`src/rtl/chan_512_fir_coef_loader_if.sv`:
```
// ============================================================================
// Module   : chan_512_fir_coef_loader_if
// Purpose  : Register-word input and active-coefficient output bundle for the
//            chan_512 FIR b24/b25 coefficient loader.
// Revision : 1.0  initial release
// ============================================================================
`default_nettype none

interface chan_512_fir_coef_loader_if #(
  parameter int COEF_WIDTH = 16,
  parameter int CNT_WIDTH  = 8
);
  logic [2*COEF_WIDTH-1:0] reg_data_in;
  logic                    frame_sync;
  logic [COEF_WIDTH-1:0]   coef_b24;
  logic [COEF_WIDTH-1:0]   coef_b25;
  logic                    coef_update;
  logic                    pending;
  logic [CNT_WIDTH-1:0]    update_count;

  // Master is the register stage / frame timing side; slave is the loader.
  modport master (
    output reg_data_in, frame_sync,
    input  coef_b24, coef_b25, coef_update, pending, update_count
  );

  modport slave (
    input  reg_data_in, frame_sync,
    output coef_b24, coef_b25, coef_update, pending, update_count
  );
endinterface

`default_nettype wire

```
`src/rtl/chan_512_fir_coef_loader.sv`:
```
// ============================================================================
// Module   : chan_512_fir_coef_loader
// Purpose  : Debounces the packed {b24,b25} register word and swaps both FIR
//            taps together only on a frame_sync boundary.
// Revision : 1.0  initial release
// ============================================================================
`default_nettype none

module chan_512_fir_coef_loader #(
  parameter int                    COEF_WIDTH    = 16,
  parameter int                    STABLE_CYCLES = 4,
  parameter int                    CNT_WIDTH     = 8,
  parameter logic [COEF_WIDTH-1:0] RESET_B24     = '0,
  parameter logic [COEF_WIDTH-1:0] RESET_B25     = '0
) (
  input wire logic                   user_clk,
  input wire logic                   user_rst_n,
  chan_512_fir_coef_loader_if.slave  bus
);

  localparam int                  c_word_w     = 2 * COEF_WIDTH;
  localparam int                  c_cnt_w      = (STABLE_CYCLES > 1) ? $clog2(STABLE_CYCLES) : 1;
  localparam logic [c_cnt_w-1:0]  c_cnt_last   = c_cnt_w'(STABLE_CYCLES - 1);
  localparam logic [c_word_w-1:0] c_reset_word = {RESET_B24, RESET_B25};

  localparam logic [1:0] c_idle   = 2'd0;
  localparam logic [1:0] c_settle = 2'd1;
  localparam logic [1:0] c_armed  = 2'd2;

  logic [c_word_w-1:0]  r_cap;
  logic [c_word_w-1:0]  r_cand;
  logic [c_word_w-1:0]  r_active;
  logic [1:0]           r_state;
  logic [c_cnt_w-1:0]   r_cnt;
  logic                 r_update;
  logic                 r_pending;
  logic [CNT_WIDTH-1:0] r_count;

  logic [1:0]           w_state_nxt;
  logic [c_word_w-1:0]  w_cand_nxt;
  logic [c_cnt_w-1:0]   w_cnt_nxt;
  logic                 w_apply;
  logic [c_word_w-1:0]  w_active_nxt;
  logic                 w_update_nxt;
  logic                 w_pending_nxt;
  logic [CNT_WIDTH-1:0] w_count_nxt;

  always_ff @(posedge user_clk or negedge user_rst_n) begin
    if (!user_rst_n) begin
      r_cap     <= c_reset_word;
      r_cand    <= c_reset_word;
      r_active  <= c_reset_word;
      r_state   <= c_idle;
      r_cnt     <= '0;
      r_update  <= 1'b0;
      r_pending <= 1'b0;
      r_count   <= '0;
    end else begin
      r_cap     <= bus.reg_data_in;
      r_cand    <= w_cand_nxt;
      r_active  <= w_active_nxt;
      r_state   <= w_state_nxt;
      r_cnt     <= w_cnt_nxt;
      r_update  <= w_update_nxt;
      r_pending <= w_pending_nxt;
      r_count   <= w_count_nxt;
    end
  end

  // Only the captured word is compared, so a halfword landing mid-cycle restarts the settle count.
  always_comb begin
    w_state_nxt = r_state;
    w_cand_nxt  = r_cand;
    w_cnt_nxt   = r_cnt;
    w_apply     = 1'b0;
    case (r_state)
      c_idle: begin
        if (r_cap != r_active) begin
          w_cand_nxt  = r_cap;
          w_cnt_nxt   = '0;
          w_state_nxt = c_settle;
        end
      end
      c_settle: begin
        if (r_cap == r_active) begin
          w_state_nxt = c_idle;
        end else if (r_cap != r_cand) begin
          w_cand_nxt = r_cap;
          w_cnt_nxt  = '0;
        end else if (r_cnt == c_cnt_last) begin
          w_state_nxt = c_armed;
        end else begin
          w_cnt_nxt = r_cnt + c_cnt_w'(1);
        end
      end
      c_armed: begin
        // A late write wins over frame_sync so a half-settled word is never applied.
        if (r_cap != r_cand) begin
          w_cand_nxt  = r_cap;
          w_cnt_nxt   = '0;
          w_state_nxt = c_settle;
        end else if (bus.frame_sync) begin
          w_apply     = 1'b1;
          w_state_nxt = c_idle;
        end
      end
      default: begin
        w_state_nxt = c_idle;
      end
    endcase
  end

  always_comb begin
    w_active_nxt  = w_apply ? r_cand : r_active;
    w_update_nxt  = w_apply;
    w_pending_nxt = (w_state_nxt == c_armed);
    w_count_nxt   = w_apply ? r_count + CNT_WIDTH'(1) : r_count;
  end

  assign bus.coef_b24     = r_active[c_word_w-1:COEF_WIDTH];
  assign bus.coef_b25     = r_active[COEF_WIDTH-1:0];
  assign bus.coef_update  = r_update;
  assign bus.pending      = r_pending;
  assign bus.update_count = r_count;

endmodule

`default_nettype wire

```
`src/flat_wrapper.sv`:
```
// flat-port wrapper written by rule: the top's interface ports become plain ports
module chan_512_fir_coef_loader_flat 
#(
  parameter int                    COEF_WIDTH    = 16,
  parameter int                    STABLE_CYCLES = 4,
  parameter int                    CNT_WIDTH     = 8,
  parameter logic [COEF_WIDTH-1:0] RESET_B24     = '0,
  parameter logic [COEF_WIDTH-1:0] RESET_B25     = '0
)
  (user_clk, user_rst_n, bus_reg_data_in, bus_frame_sync, bus_coef_b24, bus_coef_b25, bus_coef_update, bus_pending, bus_update_count);
  chan_512_fir_coef_loader_if #(.COEF_WIDTH(COEF_WIDTH), .CNT_WIDTH(CNT_WIDTH)) bus_i ();
  input wire logic user_clk;
  input wire logic user_rst_n;
  input wire logic [$bits(bus_i.reg_data_in)-1:0] bus_reg_data_in;
  input wire logic [$bits(bus_i.frame_sync)-1:0] bus_frame_sync;
  output wire logic [$bits(bus_i.coef_b24)-1:0] bus_coef_b24;
  output wire logic [$bits(bus_i.coef_b25)-1:0] bus_coef_b25;
  output wire logic [$bits(bus_i.coef_update)-1:0] bus_coef_update;
  output wire logic [$bits(bus_i.pending)-1:0] bus_pending;
  output wire logic [$bits(bus_i.update_count)-1:0] bus_update_count;
  assign bus_i.reg_data_in = bus_reg_data_in;
  assign bus_i.frame_sync = bus_frame_sync;
  assign bus_coef_b24 = bus_i.coef_b24;
  assign bus_coef_b25 = bus_i.coef_b25;
  assign bus_coef_update = bus_i.coef_update;
  assign bus_pending = bus_i.pending;
  assign bus_update_count = bus_i.update_count;
  chan_512_fir_coef_loader #(.COEF_WIDTH(COEF_WIDTH), .STABLE_CYCLES(STABLE_CYCLES), .CNT_WIDTH(CNT_WIDTH), .RESET_B24(RESET_B24), .RESET_B25(RESET_B25)) u_core (.user_clk(user_clk), .user_rst_n(user_rst_n), .bus(bus_i));
endmodule
```
`config.mk`:
```
export PLATFORM = sky130hd
export DESIGN_NAME = chan_512_fir_coef_loader_flat
export DESIGN_NICKNAME = d
export VERILOG_FILES = /design/src/rtl/chan_512_fir_coef_loader_if.sv /design/src/rtl/chan_512_fir_coef_loader.sv /design/src/flat_wrapper.sv
export SDC_FILE = /design/constraint.sdc
export NUM_CORES = 1
export LEC_CHECK = 0
export ABC_AREA = 1
export ABC_CLOCK_PERIOD_IN_PS = 3900
export CAP_MARGIN = 20
export CORE_ASPECT_RATIO = 0.9
export CORE_UTILIZATION = 65
export CTS_CLUSTER_DIAMETER = 120
export DETAILED_ROUTE_END_ITERATION = 10
export DONT_BUFFER_PORTS = 1
export GPL_ROUTABILITY_DRIVEN = 0
export PLACE_DENSITY = 0.8
export SLEW_MARGIN = 10
export SYNTH_ARGS = -nofsm -noshare
export SYNTH_HDL_FRONTEND = slang
export SYNTH_SLANG_ARGS = --single-unit
export TNS_END_PERCENT = 10
```
`constraint.sdc`:
```
create_clock -name user_clk -period 3.9 [get_ports user_clk]
set_input_delay 0.78 -clock user_clk [delete_from_list [all_inputs] [get_ports user_clk]]
set_output_delay 0.78 -clock user_clk [all_outputs]
set_load 0.005 [all_outputs]
```
==> out/summary.txt <==
Setup crit end kind: flip-flop
Final core utilization: 69.6%
Pins Over Slew Limit: 0
Drt first pass iters: 10
Final setup vio count: 0
Vias in the first global route: 3822
Register area share after synthesis: 50.8%
Post-CTS resize count: 0
Post-route ant nets: 0
Post-CTS Repair Setup Buffers: 0
Final Hold Viols: 0
# nets final: 693
Arr. time, crit path: 2.60 ns
I/O Buffers: 0
Syn nets: 694
Total power per unit cell area: 358 nW/um^2
Violated checks: DRC
Placed instance area: 5410 um^2
DRC errors left: 2
Tot Pwr: 2.01 mW
Setup TNS: 0 ns
Footprint of the multi-input gates: 2240 um^2
Status: complete, but fails checks
Mapped cell area: 5420 um^2
Die area: 8700 um^2
Routed len/inst: 14.1 um
N_diodes: 0
Dpl ws: 1.59 ns
Post-DP HPWL: 7.52 mm
Setup WS post-layout: 1.56 ns
Syn-to-layout area delta: 3.58%
Post-Route WL: 10.7 mm
Clk slew on worst S/H paths: 0.10 ns
Synth Instances: 653
Core area: 8070 um^2
Cell Rows: 31
Via count: 3884
Clock Latency Late Sink: 0.36 ns
Slew headroom: 49.7%
Root Buffer: clkbuf_8
CP max FO: 44
Design Area, Final: 5610 um^2
Clk buf depth: 2
Non-filler cells, final: 756
Die Ht: 88.6 um
Final Cycle Share: 59.9%
RSZ-0062 raised after global routing: false
Starting Density: 67.2%
Die Span X: 98.2 um
Drt initial violations: 218
Count of different cell masters after synthesis: 26
Fin crit period: 2.34 ns
Layout cells sized above 1: 11.0%
WHS: 0.100 ns
I/O pins: 77
Ys Warns: 0
Min-Delay Path Class: in2async
Max VDD drop: 0.000286 V
Slew @ Worst Pin: 0.754 ns
Congestion Overflow GR: 0
Max H-tree Level: 3
CTS Buf Count: 9
First-pass GRT wire length: 17.6 mm
Via density: 5.14
WS Path Type: reg2reg
Fmax: 428 MHz
MaxCap Viol Count: 0
Register bit total from synthesis: 110
CTS tree: done
Gr usage total: 26.6%
Placed insts: 740
Hold buffers post-CTS: 0
Num Clock Sinks: 110
Register Area: 2750 um^2
CP Data Required Time: 4.16 ns
CP Launch Type: flip-flop
Largest net degree at the start of global routing: 111
Leak: 2.95 nW
Syn_area_per_cell: 8.30 um^2
Initial antenna violation count: 1
Fillers: 638
Clock Skew: 0.00441 ns
-- registers in the layout (all words and copies together), names as in the netlist --
register                 cells
u_core.bus.coef_update       1
u_core.bus.pending           1
u_core.bus.update_count      8
u_core.r_active             32
u_core.r_cand               32
u_core.r_cap                32
u_core.r_cnt                 2
u_core.r_state               2
-- layout by cell type (no fill, tap or decap), drive strengths merged --
| cell | instances |
|---|---|
| a21oi | 2 |
| and2 | 2 |
| bufinv | 1 |
| clkbuf | 11 |
| clkinv | 3 |
| clkinvlp | 2 |
| dfrtp | 110 |
| ha | 6 |
| inv | 75 |
| nand2 | 286 |
| nand3 | 15 |
| nor2 | 54 |
| nor3 | 1 |
| o21ai | 37 |
| xnor2 | 35 |
| xor2 | 17 |
-- worst max-delay path: stages (launching register included) --
cell	delay, ns
dfrtp_1	0.43
xor2_1	0.29
nor2_1	0.07
and2_1	0.14
nand2_1	0.06
nor2_1	0.05
nand3_1	0.08
nand2_2	0.10
nor2_8	0.62
inv_8	0.20
nand2_2	0.11
nand2_1	0.05
-- per-layer routing --
layer / part of all wire [%] / GRT usage, % / vias to the layer above
met4: 2.9 / 12.9 / 2
met2: 48 / 44.4 / 111
met1: 42 / 32.7 / 1801
li1: - / - / 1943
met3: 6.3 / 7.27 / 27
met5: 0.12 / 0 / -
-- where the power goes --
group	leakage [nW]	total (mW)	internal (mW)	switching, mW
clock	0.0955	0.687	0.315	0.372
combinational	1.55	0.106	0.0482	0.0582
sequential	1.31	1.21	1.17	0.0401
total	2.95	2.01	1.54	0.470
-- path summary, 6_finish.rpt --
check | start | to | slack [ns] | cells after the start
max in group asynchronous | user_rst_n | u_core.r_cand[17] | 3.67 | 0
worst max-delay path | u_core.r_cap[3] | u_core.r_cand[6] | 1.56 | 11
worst max register to register | u_core.r_cap[3] | u_core.r_cand[6] | 1.56 | 11
worst min-delay path | user_rst_n | u_core.r_active[24] | 0.10 | 0
worst min register to register | u_core.r_cnt[1] | u_core.r_cnt[1] | 0.49 | 2
min in group user_clk | bus_reg_data_in[6] | u_core.r_cap[6] | 0.43 | 0
-- cell usage after synthesis --
cell | number | area (um^2)
a21oi_1 | 2 | 10.0
and2_1 | 2 | 12.5
buf_12 | 2 | 40.0
buf_2 | 3 | 15.0
buf_4 | 1 | 7.51
buf_6 | 6 | 67.6
clkinv_4 | 1 | 8.76
dfrtp_1 | 110 | 2750
ha_1 | 6 | 75.1
inv_1 | 60 | 225
inv_2 | 14 | 52.6
inv_8 | 1 | 11.3
nand2_1 | 260 | 976
nand2_2 | 24 | 150
nand2_4 | 2 | 22.5
nand3_1 | 14 | 70.1
nand3_2 | 1 | 10.0
nor2_1 | 51 | 191
nor2_2 | 2 | 12.5
nor2_8 | 1 | 20.0
nor3_1 | 1 | 5.00
o21ai_0 | 5 | 25.0
o21ai_1 | 21 | 105
o21ai_2 | 11 | 96.3
xnor2_1 | 35 | 307
xor2_1 | 17 | 149
-- cell type report --
class                   count  area share, %
multi-input cells         455           39.9
inverters                  76           5.31
clock inverters             5           1.05
clock buffers              11           2.52
flip-flops and latches    110           49.1
well taps                  99           2.21
-- cell families (layout without fill, tap and decap cells) --
family / Yosys count / count (layout) / synth area share (%)
AND/OR/NAND/NOR: 358 / 358 / 27.1
AO/OA/AOI/OAI: 39 / 39 / 4.36
adder cells (fa/ha/maj): 6 / 6 / 1.39
XOR/XNOR: 52 / 52 / 8.41
flip-flops: 110 / 110 / 50.8
buffers and inverters: 88 / 92 / 7.90
No activity file was read; power rests on OpenSTA's default activity.
==> RTL edit 1, RTL diff (same settings) <==
`STABLE_CYCLES` is set to 4 in 2 places; all go to 8.
--- a/src/rtl/chan_512_fir_coef_loader.sv
+++ b/src/rtl/chan_512_fir_coef_loader.sv
@@ -10,3 +10,3 @@
   parameter int                    COEF_WIDTH    = 16,
-  parameter int                    STABLE_CYCLES = 4,
+  parameter int                    STABLE_CYCLES = 8,
   parameter int                    CNT_WIDTH     = 8,
--- a/src/flat_wrapper.sv
+++ b/src/flat_wrapper.sv
@@ -4,3 +4,3 @@
   parameter int                    COEF_WIDTH    = 16,
-  parameter int                    STABLE_CYCLES = 4,
+  parameter int                    STABLE_CYCLES = 8,
   parameter int                    CNT_WIDTH     = 8,
Check against the original RTL: not equivalent (a bounded check fails within 10 cycles, from zero or initial values and one cycle with user_rst_n low).
==> RTL edit 1 against the original RTL <==
- worst setup slack gained 0.060 ns
- synthesized cell count grew 0.46%
- combinational power is essentially flat
- sequential cell count grew 1
- routed wire length grew 1.0%
- final area grew 1.1%
- power shrank 1.3%
- synthesized area grew 1.6%
==> RTL edit 1: results <==
set metrics [dict create \
    post_dp_cell_area_um2 5490 \
    status "complete, no violations" \
    wl_met3_um 720 \
    dp_cells 743 \
    seqPwrFrac 0.618 \
    relSlewSlack 0.5208 \
    place_ws_ns 1.682 \
    finalCritPeriodShare 0.5836 \
    nNetsFinal 697 \
    power_frac_clock 0.329 \
    crit_end "u_core.r_cand[6]" \
    rr_worst_depth 13 \
    met2_wirelength_um 4956 \
    synth_area_leaders "dfrtp_1, nand2_1, xnor2_1" \
    grt_use_total 0.2658 \
    ys_seq_area_frac 0.5047 \
    synth_area_per_cell_um2 8.390 \
    viasPerCell 5.236 \
    ys_top_cells_by_count "nand2_1, dfrtp_1, inv_1" \
    arrival_ns 2.55 \
    drive_above_1_share 0.1152 \
    drtIter0Drc 206 \
    hpwl_um 7526 \
    grt_pass1_wl_um 17570 \
    use_met1 0.3371 \
    r2r-start "u_core.r_cap[9]" \
    met2_usage 0.4310 \
    grt_max_degree 112 \
    grt_pass1_vias 3823 \
    top_power_group "sequential cells" \
    slowest_delay_ns 0.57 \
    met3_usage 0.07897 \
    cellLeakagePower_nw 2.991 \
    layout.cells.non_filler 759 \
    ir_drop_mv 0.2268 \
    r2r_slack_ns 1.62 \
    final.setup_skew_ns 0.01565 \
    wl_met1_um 4830 \
    post_drt_wl_per_cell_um 14.18 \
    ys_types 24 \
    power.internal_mw 1.500 \
    first_pass_iters 5 \
    whs_ns 0.08056 \
    antenna_found_initial 0 \
]
-- RTL edit 1: cell count changes after synthesis, sizes merged --
cell    before  now
buf         12   13
ha           6    7
nand2      286  282
a21oi        2    1
nand3       15   16
xor2        17   18
clkinv       1    0
inv         75   77
dfrtp      110  111
nor3         1    0
nand4        0    2
nor2        54   55
-- RTL edit 1: kinds of logic (layout without fill, tap and decap cells) --
family,Yosys count,after routing,share of synthesized area
fa+ha+maj,7,7,0.01591
compound gates,38,38,0.04614
simple gates,357,357,0.2687
xor+xnor,53,53,0.08434
flops,111,111,0.5047
buf+inv,90,94,0.08025
-- RTL edit 1: area by class of cell --
cell class / instances / area, um^2
Fill cell: 616 / 2470
Clock buffer: 12 / 155.1
Inverter: 77 / 296.5
Multi-Input combinational cell: 455 / 2285
Tap cell: 99 / 123.9
Clock inverter: 4 / 30.03
Sequential cell: 111 / 2778
Timing Repair Buffer: 1 / 7.507
==> RTL edit 2, RTL diff (config.mk and constraints unchanged) <==
Without the edit above. Reset style: synchronous (`user_rst_n`), changed in one clocked block.
--- a/src/rtl/chan_512_fir_coef_loader.sv
+++ b/src/rtl/chan_512_fir_coef_loader.sv
@@ -47,3 +47,3 @@
 
-  always_ff @(posedge user_clk or negedge user_rst_n) begin
+  always_ff @(posedge user_clk) begin
     if (!user_rst_n) begin
Check against the original RTL: differs if user_rst_n is asserted again (counterexample within 10 cycles, from zero or initial values and one cycle with user_rst_n low); with user_rst_n held inactive, the same outputs for 10 cycles.
==> RTL edit 2 against the original RTL <==
- final area is 1.5% higher
- global-route usage down 0.22 points
- routed wire length grew 5.2%
- clock skew increased by 0.0062 ns
- synthesized area grew 1.2%
- worst setup slack worse by 0.19 ns
- sequential share of layout area fell by 10 points
- sequential cell count is the same
- power increased by 6.1%
- combinational power rose by 54%
- non-clock buffer count is 1 higher
- critical path type unchanged
- highest routed layer is now met4
==> RTL edit 2: results <==
set metrics [dict create \
    hpwl_um 7914 \
    cellLeakagePower_nw 3.002 \
    viasPerCell 4.929 \
    synth_compound_gate_area_share 0.03927 \
    grt_pass1_wl_um 18220 \
    min_path_type "reg -> reg" \
    grt_use_total 0.2640 \
    status "complete, no violations" \
    ys_types 28 \
    antenna_found_initial 0 \
    synthesis.nets 910 \
    relSlewSlack 0.4069 \
    worst-path-max-fanout 36 \
    ys.flop_type "dfxtp_1" \
    met3_usage 0.07037 \
    power_frac_clock 0.365 \
    slowest_delay_ns 0.44 \
    synth_xor_area_frac 0.05913 \
    ys_seq_area_frac 0.4018 \
    final.setup_skew_ns 0.01065 \
    drtIter0Drc 184 \
    drive_above_1_share 0.03016 \
    routed.top_layer "met4" \
    nNetsFinal 898 \
    synth_adder_area_share 0.01370 \
    wl_um 11210 \
    async_flop_share 0 \
    met2_wirelength_um 5138 \
    wl_met3_um 599 \
    p_sw_frac 0.2444 \
    comb_cell_power_uw 163 \
    grt_pass1_vias 4121 \
    ys_top_cells_by_count "nand2_1, nor2_1, inv_1" \
    drc 0 \
    clkLatencyLatePin_ns 0.38 \
    arrival_ns 2.80 \
    crit_path_top_delay_cell "nand3_2" \
    synth_area_leaders "dfxtp_1, nand2_1, nor2_1" \
]
RTL edit 2: kinds of logic (layout without fill, tap and decap cells):
| kind of cell | count (synthesis) | count (layout) |
|---|---|---|
| AO/OA/AOI/OAI | 42 | 42 |
| flip-flops | 110 | 110 |
| buffers and inverters | 174 | 167 |
| adder cells (fa/ha/maj) | 6 | 6 |
| AND/OR/NAND/NOR | 500 | 500 |
| XOR/XNOR | 37 | 37 |
RTL edit 2: cell type report:
cell class | count | area [um^2] | share of cell area
Multi-Input combinational cell | 585 | 2569 | 0.4508
Clock buffer | 10 | 137.6 | 0.02415
Clock inverter | 6 | 93.84 | 0.01647
Timing Repair Buffer | 1 | 7.507 | 0.001318
Sequential cell | 110 | 2202 | 0.3865
Inverter | 150 | 564.3 | 0.09903
Tap cell | 99 | 123.9 | 0.02174
RTL edit 2: stage by stage:
| step | setup WS [ns] | area [um^2] | instances | util | power [mW] |
|---|---|---|---|---|---|
| floorplan | 2.343 | 5480 | 869 | - | 1.349 |
| global placement | 1.569 | 5466 | 945 | 0.6743 | 1.368 |
| detailed placement | 1.481 | 5466 | 945 | 0.6743 | 1.375 |
| CTS | 1.417 | 5698 | 961 | 0.7029 | 2.139 |
| global route | 1.117 | 5698 | 961 | 0.7029 | 2.216 |
| finish | 1.378 | 5698 | 961 | 0.7029 | 2.129 |
RTL edit 2: worst min-delay path: stages (launching register included):
cell,delay (ns)
dfxtp_1,0.33
inv_1,0.07
a21oi_1,0.05
RTL edit 2: final timing paths:
check,from,end,slack [ns],depth (start not counted)
min,u_core.r_cand[9],u_core.r_active[9],0.48,2
min reg2reg,u_core.r_cand[9],u_core.r_active[9],0.48,2
max,u_core.r_cap[31],u_core.r_cand[25],1.38,12
max reg2reg,u_core.r_cap[31],u_core.r_cand[25],1.38,12
